--- config.mk ---
export PLATFORM = sky130hd
export DESIGN_NAME = dot_product_ctrl
export DESIGN_NICKNAME = d
export VERILOG_FILES = /design/src/rtl/dot_product_ctrl.sv
export SDC_FILE = /design/constraint.sdc
export NUM_CORES = 2
export LEC_CHECK = 0
export CAP_MARGIN = 25
export CORE_MARGIN = 1
export CORE_UTILIZATION = 40
export CTS_CLUSTER_DIAMETER = 50
export DETAILED_ROUTE_END_ITERATION = 6
export DONT_BUFFER_PORTS = 1
export PLACE_DENSITY = 0.65
export SKIP_LAST_GASP = 1
export SYNTH_ARGS = -nofsm -noshare
export SYNTH_HDL_FRONTEND = slang
export SYNTH_SLANG_ARGS = --single-unit
--- constraint.sdc ---
create_clock -name clk -period 5.78 [get_ports clk]
set_input_delay 1.156 -clock clk [delete_from_list [all_inputs] [get_ports clk]]
set_output_delay 1.156 -clock clk [all_outputs]
set_load 0.03 [all_outputs]
--- src/rtl/dot_product_ctrl.sv ---
// Dot-product accelerator controller: Wishbone classic register file plus launch/wait/timeout FSM.
// Define DOT_PRODUCT_CTRL_IRQ_EN to build the level interrupt and the CTRL irq_en bit.
module dot_product_ctrl #(
    parameter int unsigned TIMEOUT_CYCLES = 64
) (
    input  logic         clk,
    input  logic         rst,
    input  logic         wb_cyc,
    input  logic         wb_stb,
    input  logic         wb_we,
    input  logic [5:0]   wb_adr,
    input  logic [31:0]  wb_dat_w,
    output logic [31:0]  wb_dat_r,
    output logic         wb_ack,
    output logic         acc_start,
    input  logic         acc_done,
    output logic [255:0] acc_a,
    output logic [255:0] acc_b,
    input  logic [63:0]  acc_result,
    output logic         irq
);
    localparam logic [1:0] StIdle   = 2'd0;
    localparam logic [1:0] StLaunch = 2'd1;
    localparam logic [1:0] StWait   = 2'd2;

    localparam logic [5:0] AdrCtrl   = 6'h10;
    localparam logic [5:0] AdrStatus = 6'h11;
    localparam logic [5:0] AdrResLo  = 6'h12;
    localparam logic [5:0] AdrResHi  = 6'h13;
    localparam logic [5:0] AdrCycles = 6'h14;

    localparam logic [15:0] TimeoutVal = 16'(TIMEOUT_CYCLES);

    logic [1:0]        state_q, state_d;
    logic [7:0][31:0]  a_q, a_d;
    logic [7:0][31:0]  b_q, b_d;
    logic [63:0]       result_q, result_d;
    logic [15:0]       cycles_q, cycles_d;
    logic              done_q, done_d;
    logic              timeout_q, timeout_d;
    logic              ack_q;
    logic [31:0]       dat_r_q, dat_r_d;
    logic [31:0]       rd_data;
    logic              busy, bus_req, bus_wr, start_req;
    logic              irq_en_rd;

    assign busy      = (state_q != StIdle);
    // A new transfer is only taken while no ack is outstanding, giving single-cycle acks.
    assign bus_req   = wb_cyc & wb_stb & ~ack_q;
    assign bus_wr    = bus_req & wb_we;
    assign start_req = bus_wr && (wb_adr == AdrCtrl) && wb_dat_w[0];

    assign acc_a     = a_q;
    assign acc_b     = b_q;
    assign acc_start = (state_q == StLaunch);
    assign wb_ack    = ack_q;
    assign wb_dat_r  = dat_r_q;

    always_comb begin
        rd_data = '0;
        if (wb_adr[5:4] == 2'b00) begin
            rd_data = wb_adr[3] ? b_q[wb_adr[2:0]] : a_q[wb_adr[2:0]];
        end else begin
            case (wb_adr)
                AdrCtrl:   rd_data = {30'd0, irq_en_rd, 1'b0};
                AdrStatus: rd_data = {29'd0, timeout_q, done_q, busy};
                AdrResLo:  rd_data = result_q[31:0];
                AdrResHi:  rd_data = result_q[63:32];
                AdrCycles: rd_data = {16'd0, cycles_q};
                default:   rd_data = '0;
            endcase
        end
        dat_r_d = (bus_req && !wb_we) ? rd_data : '0;
    end

    always_comb begin
        state_d   = state_q;
        a_d       = a_q;
        b_d       = b_q;
        result_d  = result_q;
        cycles_d  = cycles_q;
        done_d    = done_q;
        timeout_d = timeout_q;

        if (bus_wr) begin
            if (!busy && (wb_adr[5:4] == 2'b00)) begin
                if (wb_adr[3]) begin
                    b_d[wb_adr[2:0]] = wb_dat_w;
                end else begin
                    a_d[wb_adr[2:0]] = wb_dat_w;
                end
            end
            if (wb_adr == AdrStatus) begin
                if (wb_dat_w[1]) done_d = 1'b0;
                if (wb_dat_w[2]) timeout_d = 1'b0;
            end
        end

        // FSM updates come after the bus clears so a completion overrides a same-cycle W1C.
        case (state_q)
            StIdle: begin
                if (start_req) begin
                    state_d   = StLaunch;
                    done_d    = 1'b0;
                    timeout_d = 1'b0;
                    cycles_d  = '0;
                end
            end
            StLaunch: state_d = StWait;
            StWait: begin
                if (cycles_q != 16'hFFFF) cycles_d = cycles_q + 16'd1;
                // cycles_q is still zero in the first WAIT cycle, masking a stale done level.
                if (acc_done && (cycles_q != 16'd0)) begin
                    result_d = acc_result;
                    done_d   = 1'b1;
                    state_d  = StIdle;
                end else if (cycles_d >= TimeoutVal) begin
                    timeout_d = 1'b1;
                    state_d   = StIdle;
                end
            end
            default: state_d = StIdle;
        endcase
    end

    always_ff @(posedge clk) begin
        if (rst) begin
            state_q   <= StIdle;
            a_q       <= '0;
            b_q       <= '0;
            result_q  <= '0;
            cycles_q  <= '0;
            done_q    <= 1'b0;
            timeout_q <= 1'b0;
            ack_q     <= 1'b0;
            dat_r_q   <= '0;
        end else begin
            state_q   <= state_d;
            a_q       <= a_d;
            b_q       <= b_d;
            result_q  <= result_d;
            cycles_q  <= cycles_d;
            done_q    <= done_d;
            timeout_q <= timeout_d;
            ack_q     <= bus_req;
            dat_r_q   <= dat_r_d;
        end
    end

`ifdef DOT_PRODUCT_CTRL_IRQ_EN
    logic irq_en_q, irq_en_d, irq_q;

    always_comb begin
        irq_en_d = irq_en_q;
        if (bus_wr && (wb_adr == AdrCtrl)) irq_en_d = wb_dat_w[1];
    end

    // Registered from next-state so irq tracks the sticky flags without extra lag.
    always_ff @(posedge clk) begin
        if (rst) begin
            irq_en_q <= 1'b0;
            irq_q    <= 1'b0;
        end else begin
            irq_en_q <= irq_en_d;
            irq_q    <= irq_en_d & (done_d | timeout_d);
        end
    end

    assign irq       = irq_q;
    assign irq_en_rd = irq_en_q;
`else
    assign irq       = 1'b0;
    assign irq_en_rd = 1'b0;
`endif

endmodule
### After elaboration in Yosys (flattened, before gate mapping)

Index checks and enable logic that the tools add are counted.

| storage, ports and cells | value |
|---|---|
| bits in read-only memories | 0 |
| latch bits | 0 |
| output and inout port bits | 547 |
| memories kept | 0 |
| flip-flop bits (word level) | 629 |
| RAM bits | 0 |

| cells by class | value |
|---|---|
| shifts and indexed selects | 0 |
| reductions and logical operators | 19 |
| equal/unequal tests | 10 |
| multiply operators | 0 |
| $lt $le $gt $ge | 3 |
| bitwise gates (word level) | 6 |
| mux-type cells | 32 |
| div/mod/pow operators | 0 |
| add/subtract/negate cells | 1 |

Operators with widths:

| operator | number |
|---|---|
| $bwmux W256 | 2 |
| $bmux W32 S3 | 2 |
| $mux W32 | 5 |
| $pmux W32 S4 | 1 |
| $demux W32 S3 | 1 |
| $mux W16 | 3 |
| $pmux W16 S2 | 1 |
| $eq A6 B5 Y1 const B | 5 |
| $add A16 B1 Y16 const B | 1 |
| $ge A16 B7 Y1 const B | 1 |
| $ne A16 B16 Y1 const B | 1 |
| $reduce_bool A16 Y1 | 1 |
| $mux W1 | 11 |
| $logic_and A1 B1 Y1 | 6 |
| $mux W2 | 3 |
| $pmux W2 S3 | 1 |
| $reduce_and A2 Y1 | 3 |
| $reduce_and A3 Y1 | 2 |
| $logic_not A2 Y1 | 2 |
| $lt A3 B4 Y1 const B | 1 |
| $pmux W1 S2 | 2 |
| $reduce_bool A2 Y1 | 2 |
| $and A1 B1 Y1 | 3 |
| $ge A3 B1 Y1 const B | 1 |
| 7 further kinds | 10 |

### Depth between registers and ports, before layout

| depth | value |
|---|---|
| depth after elaboration | 7 |
| depth in mapped cells | 9 |

### Worst setup path after synthesis

Ideal clock, no wire load.

| path | value |
|---|---|
| path kind | in2reg |
| start | in wb_adr[3] |
| end | reg timeout_q |
| setup slack | 2.916 ns |
| cell stages on the path | 6 |
| path buffers | 1 |
| required time | 5.655 ns |
| arrival | 2.739 ns |
| library setup time | 0.125 ns |
| path through | buf_2 or3b_2 o41ai_2 a311oi_1 nor4b_1 a21oi_1 |

| on the way | value |
|---|---|
| word-level cells in the longest chain between the ends | 6 |

RTL lines:

| what | line | text |
|---|---|---|
| start: declaration | 11 | `input logic [5:0] wb_adr,` |
| $eq A6 B5 Y1 | 93 | `if (wb_adr == AdrStatus) begin` |
| $mux W1 | 93 |  |
| $mux W1 | 85 | `if (bus_wr) begin` |
| $mux W1 | 117 | `end else if (cycles_d >= TimeoutVal) begin` |
| $mux W1 | 113 | `if (acc_done && (cycles_q != 16'd0)) begin` |
| $pmux W1 S2 * | 100 | `case (state_q)` |
| end signal: assignment | 144 | `timeout_q <= timeout_d;` |
| end: declaration | 40 | `logic timeout_q, timeout_d;` |

Mark *: on every way between the ends. The rest lies on a longest branch, timed or not.
A chain may end at the register's enable or synchronous reset.

### Worst setup path after layout

| path | value |
|---|---|
| start | in rst |
| end | reg dat_r_q[6], in the netlist wb_dat_r[6] |

| on the way | value |
|---|---|
| word-level cells in the longest chain between the ends | 1 |

RTL lines:

| what | line | text |
|---|---|---|
| start: declaration | 7 | `input logic rst,` |
| $reduce_or A2 Y1 (no source line) | -- |  |
| end signal: assignment | 146 | `dat_r_q <= dat_r_d;` |
| end: declaration | 42 | `logic [31:0] dat_r_q, dat_r_d;` |

No other way between the ends.

==> out/metrics.yaml <==
sta:
  fmax_mhz: 278
  finalSetupViolations: 0
  rsz0062_at_grt: "false"
  fin_crit_ns: 3.59
  slew_headroom_pct: -108
  period_share_pct: 62.2
  finalSetupTns_ns: 0
  finalClockSkew_ns: 0.0245
  worst_slack_ns: 2.19
  tightest_slew_ns: 3.11
  finalHoldViolCount: 0
  slew_violations: 357
clocking:
  clkSlewWorstSetupHoldPaths_ns: 0.06
  worstSkewPairLatency_ns: 0.64
  root_buffer: "clkbuf_16"
  cts_max_path_buffers: 3
  numClockSinks: 629
  cts_hold_buf: 0
  cts_tree: "done"
  postCtsSetupRepairBufs: 0
  htreeDepth: 3
  cts.repair.resized: 0
  numCtsBuffers: 79
grt:
  antenna_found_initial: 8
  grt_use_total_pct: 38.1
  grt_first_pass_wirelength_um: 191000
  gr-total-overflow: 0
  grt_max_degree: 596
  busiest_layer: "met2"
  gr-usage-met1_pct: 47.9
  met3_usage_pct: 16.7
  first_global_vias: 24200
  grtUsageMet2_pct: 55.6
floorplan:
  start_util_pct: 40.6
  ioPinCount: 655
  rows: 95
  core_area_um2: 67500
  die_x_um: 264
  die-area_um2: 69600
  die_h_um: 264
placed_design:
  gp_congestion: 0.939
  io_buffer_count: 0
  pre_cts_ws_ns: 1.70
  dp_hpwl_um: 91000
  placed_cells: 3981
  placed_cell_area_um2: 27700
drt:
  firstDrtPassIters: 7
  vias: 26600
  ant_nets: 0
  wire_per_inst_um: 33.5
  avgViaCountPerCell: 6.45
  wirelength_um: 138000
  drcViolationCount: 13
  drt_iter0_drc: 4385
synthesis:
  synth-compound-area-share_pct: 19.9
  synth-edff-count: 0
  synth_top_family_by_area: "compound AO/OA/AOI/OAI gates"
  ys_ff_latch: 629
  yosysWarnings: 0
  synth_cell_types: 73
  yosys.area_share.simple_pct: 19.6
  synth-async-reset-ratio_pct: 0
  syn_nets: 3507
  syn_area_um2: 27400
  seq_area_frac_synth_pct: 45.9
  synthAdderAreaFrac_pct: 0.0913
  synthXorXnorAreaFrac_pct: 0.192
  syn-mean-instance-area_um2: 8.07
  synth_mux_area_share_pct: 8.58
  synth_flop_cell: "dfxtp_1"
  syn_inst: 3397
cells_and_area:
  fill_cells: 6545
  layout.nets: 3303
  syn2layout_area_growth_pct: 11.8
  final_common_cell: "nand2_1"
  layout_common_cells: "1075 x nand2_1, 629 x dfxtp_1, 501 x a21oi_1"
  fin_cells: 4128
  drive_gt1_share_pct: 12.7
  fin_area_um2: 30600
critical_path:
  critical_path_class: "in -> reg"
  cp.arrival_ns: 4.12
  required_ns: 6.31
  path_buf_inv: 0
  crit_chain: "or4_2, nor2_2, o21ai_0, o32ai_1"
  slowest_stage: "or4_2"
  cp_slowest_stage_delay_ns: 1.13
  cp-start-kind: "input port"
  cp-end-kind: "flop"
  worstPathMaxFanout: 595
  path_delay_family: "simple AND/OR/NAND/NOR gates"
power_and_ir_drop:
  vdd_drop_max_v: 0.000227
  p_leak_uw: 0.0103
  power_density_nw_per_um2: 326
min_path:
  hold_path.class: "reg -> reg"
status:
  violations: "design-rule violations, max-slew violations"
  status: "complete, but fails checks"
flow_run:
  cap_violations: 0
-- power by group --
group	total (µW)	internal, µW	switching [µW]
Combinational	238	74.2	164
Sequential	4360	4340	17.4
Clock	5390	3310	2090
Total	9990	7720	2270
-- sequential cells by signal, summed over array words and instances (netlist names) --
signal / count
wb_dat_r: 32
result_q: 64
wb_ack: 1
acc_a: 256
state_q: 2
cycles_q: 16
timeout_q: 1
acc_b: 256
done_q: 1
-- worst min-delay path: stages (launching register included) --
cell	delay, ns
dfxtp_1	0.32
nand2_1	0.05
a21oi_1	0.05
-- layout make-up --
type | count | area (µm²) | share of cell area (%)
well taps | 873 | 1090 | 3.56
multi-input cells | 2414 | 13500 | 44.0
clock buffers | 98 | 2160 | 7.05
clock inverters | 41 | 669 | 2.18
repair buffers | 60 | 611 | 1.99
diodes | 4 | 10.0 | 0.0327
inverters | 9 | 33.8 | 0.110
flip-flops and latches | 629 | 12600 | 41.1
-- synthesized netlist by cell type (all sizes together) (4+ instances only) --
cell type  instances  area share (%)
a2111oi            7            0.22
nor2b              9            0.21
nor2             140             2.0
a211oi             9            0.25
mux2              73             3.0
mux4              20             1.6
nor4              15            0.39
o221ai            11            0.35
a22oi             47             1.3
a22o              19            0.61
nand3             19            0.35
o21a               4            0.11
a222oi            15            0.55
buf              159             3.0
o32ai             10            0.32
clkbuf           186             2.5
nor3              17            0.43
and3               5            0.11
a221o             16            0.58
xnor2              5            0.16
dfxtp            629              46
a21oi            561              11
and2               8            0.18
o21ai             47            0.86
inv                7           0.096
or2                5            0.11
a31oi              4           0.091
nand4              7            0.16
nand2           1089              15
mux2i            108             3.9
o2bb2ai           18            0.57
a221oi            58             1.9
o22ai             15            0.34
-- cell families (layout without fill, tap and decap cells) --
logic type	Yosys count	after routing
other	1	5
DFF	629	629
AOI/OAI and AO/OA	866	866
xor gates and xnor gates	6	6
adders and majority gates	2	2
and+or+nand+nor	1338	1338
muxes	201	201
buffers and inverters	354	208
-- path summary, 6_finish.rpt --
check | cells after the start | from | slack [ns] | to
hold reg to reg | 2 | done_q$_SDFF_PP0_ | 0.47 | done_q$_SDFF_PP0_
hold / removal | 2 | done_q$_SDFF_PP0_ | 0.47 | done_q$_SDFF_PP0_
setup / recovery | 4 | rst | 2.19 | wb_dat_r[6]$_SDFF_PP0_
setup reg to reg | 4 | wb_ack$_SDFF_PP0_ | 2.22 | wb_dat_r[6]$_SDFF_PP0_
-- metrics by stage --
step / util (%) / total power [µW] / hold slack (ns)
after CTS: 45.3 / 9980 / 0.467
after global placement: 40.8 / 4680 / 0.452
final: 45.4 / 9990 / 0.471
after global routing: 45.4 / 10200 / 0.500
after floorplan: - / 4720 / 0.435
after detailed placement: 41.1 / 4680 / 0.459
-- per-layer routing --
| layer | wire length (µm) | part of all wire [%] |
|---|---|---|
| met3 | 21000 | 15 |
| met5 | 28 | 0.020 |
| met1 | 51700 | 37 |
| met4 | 7390 | 5.3 |
| met2 | 58200 | 42 |
Power figures use the tool's default switching activity.
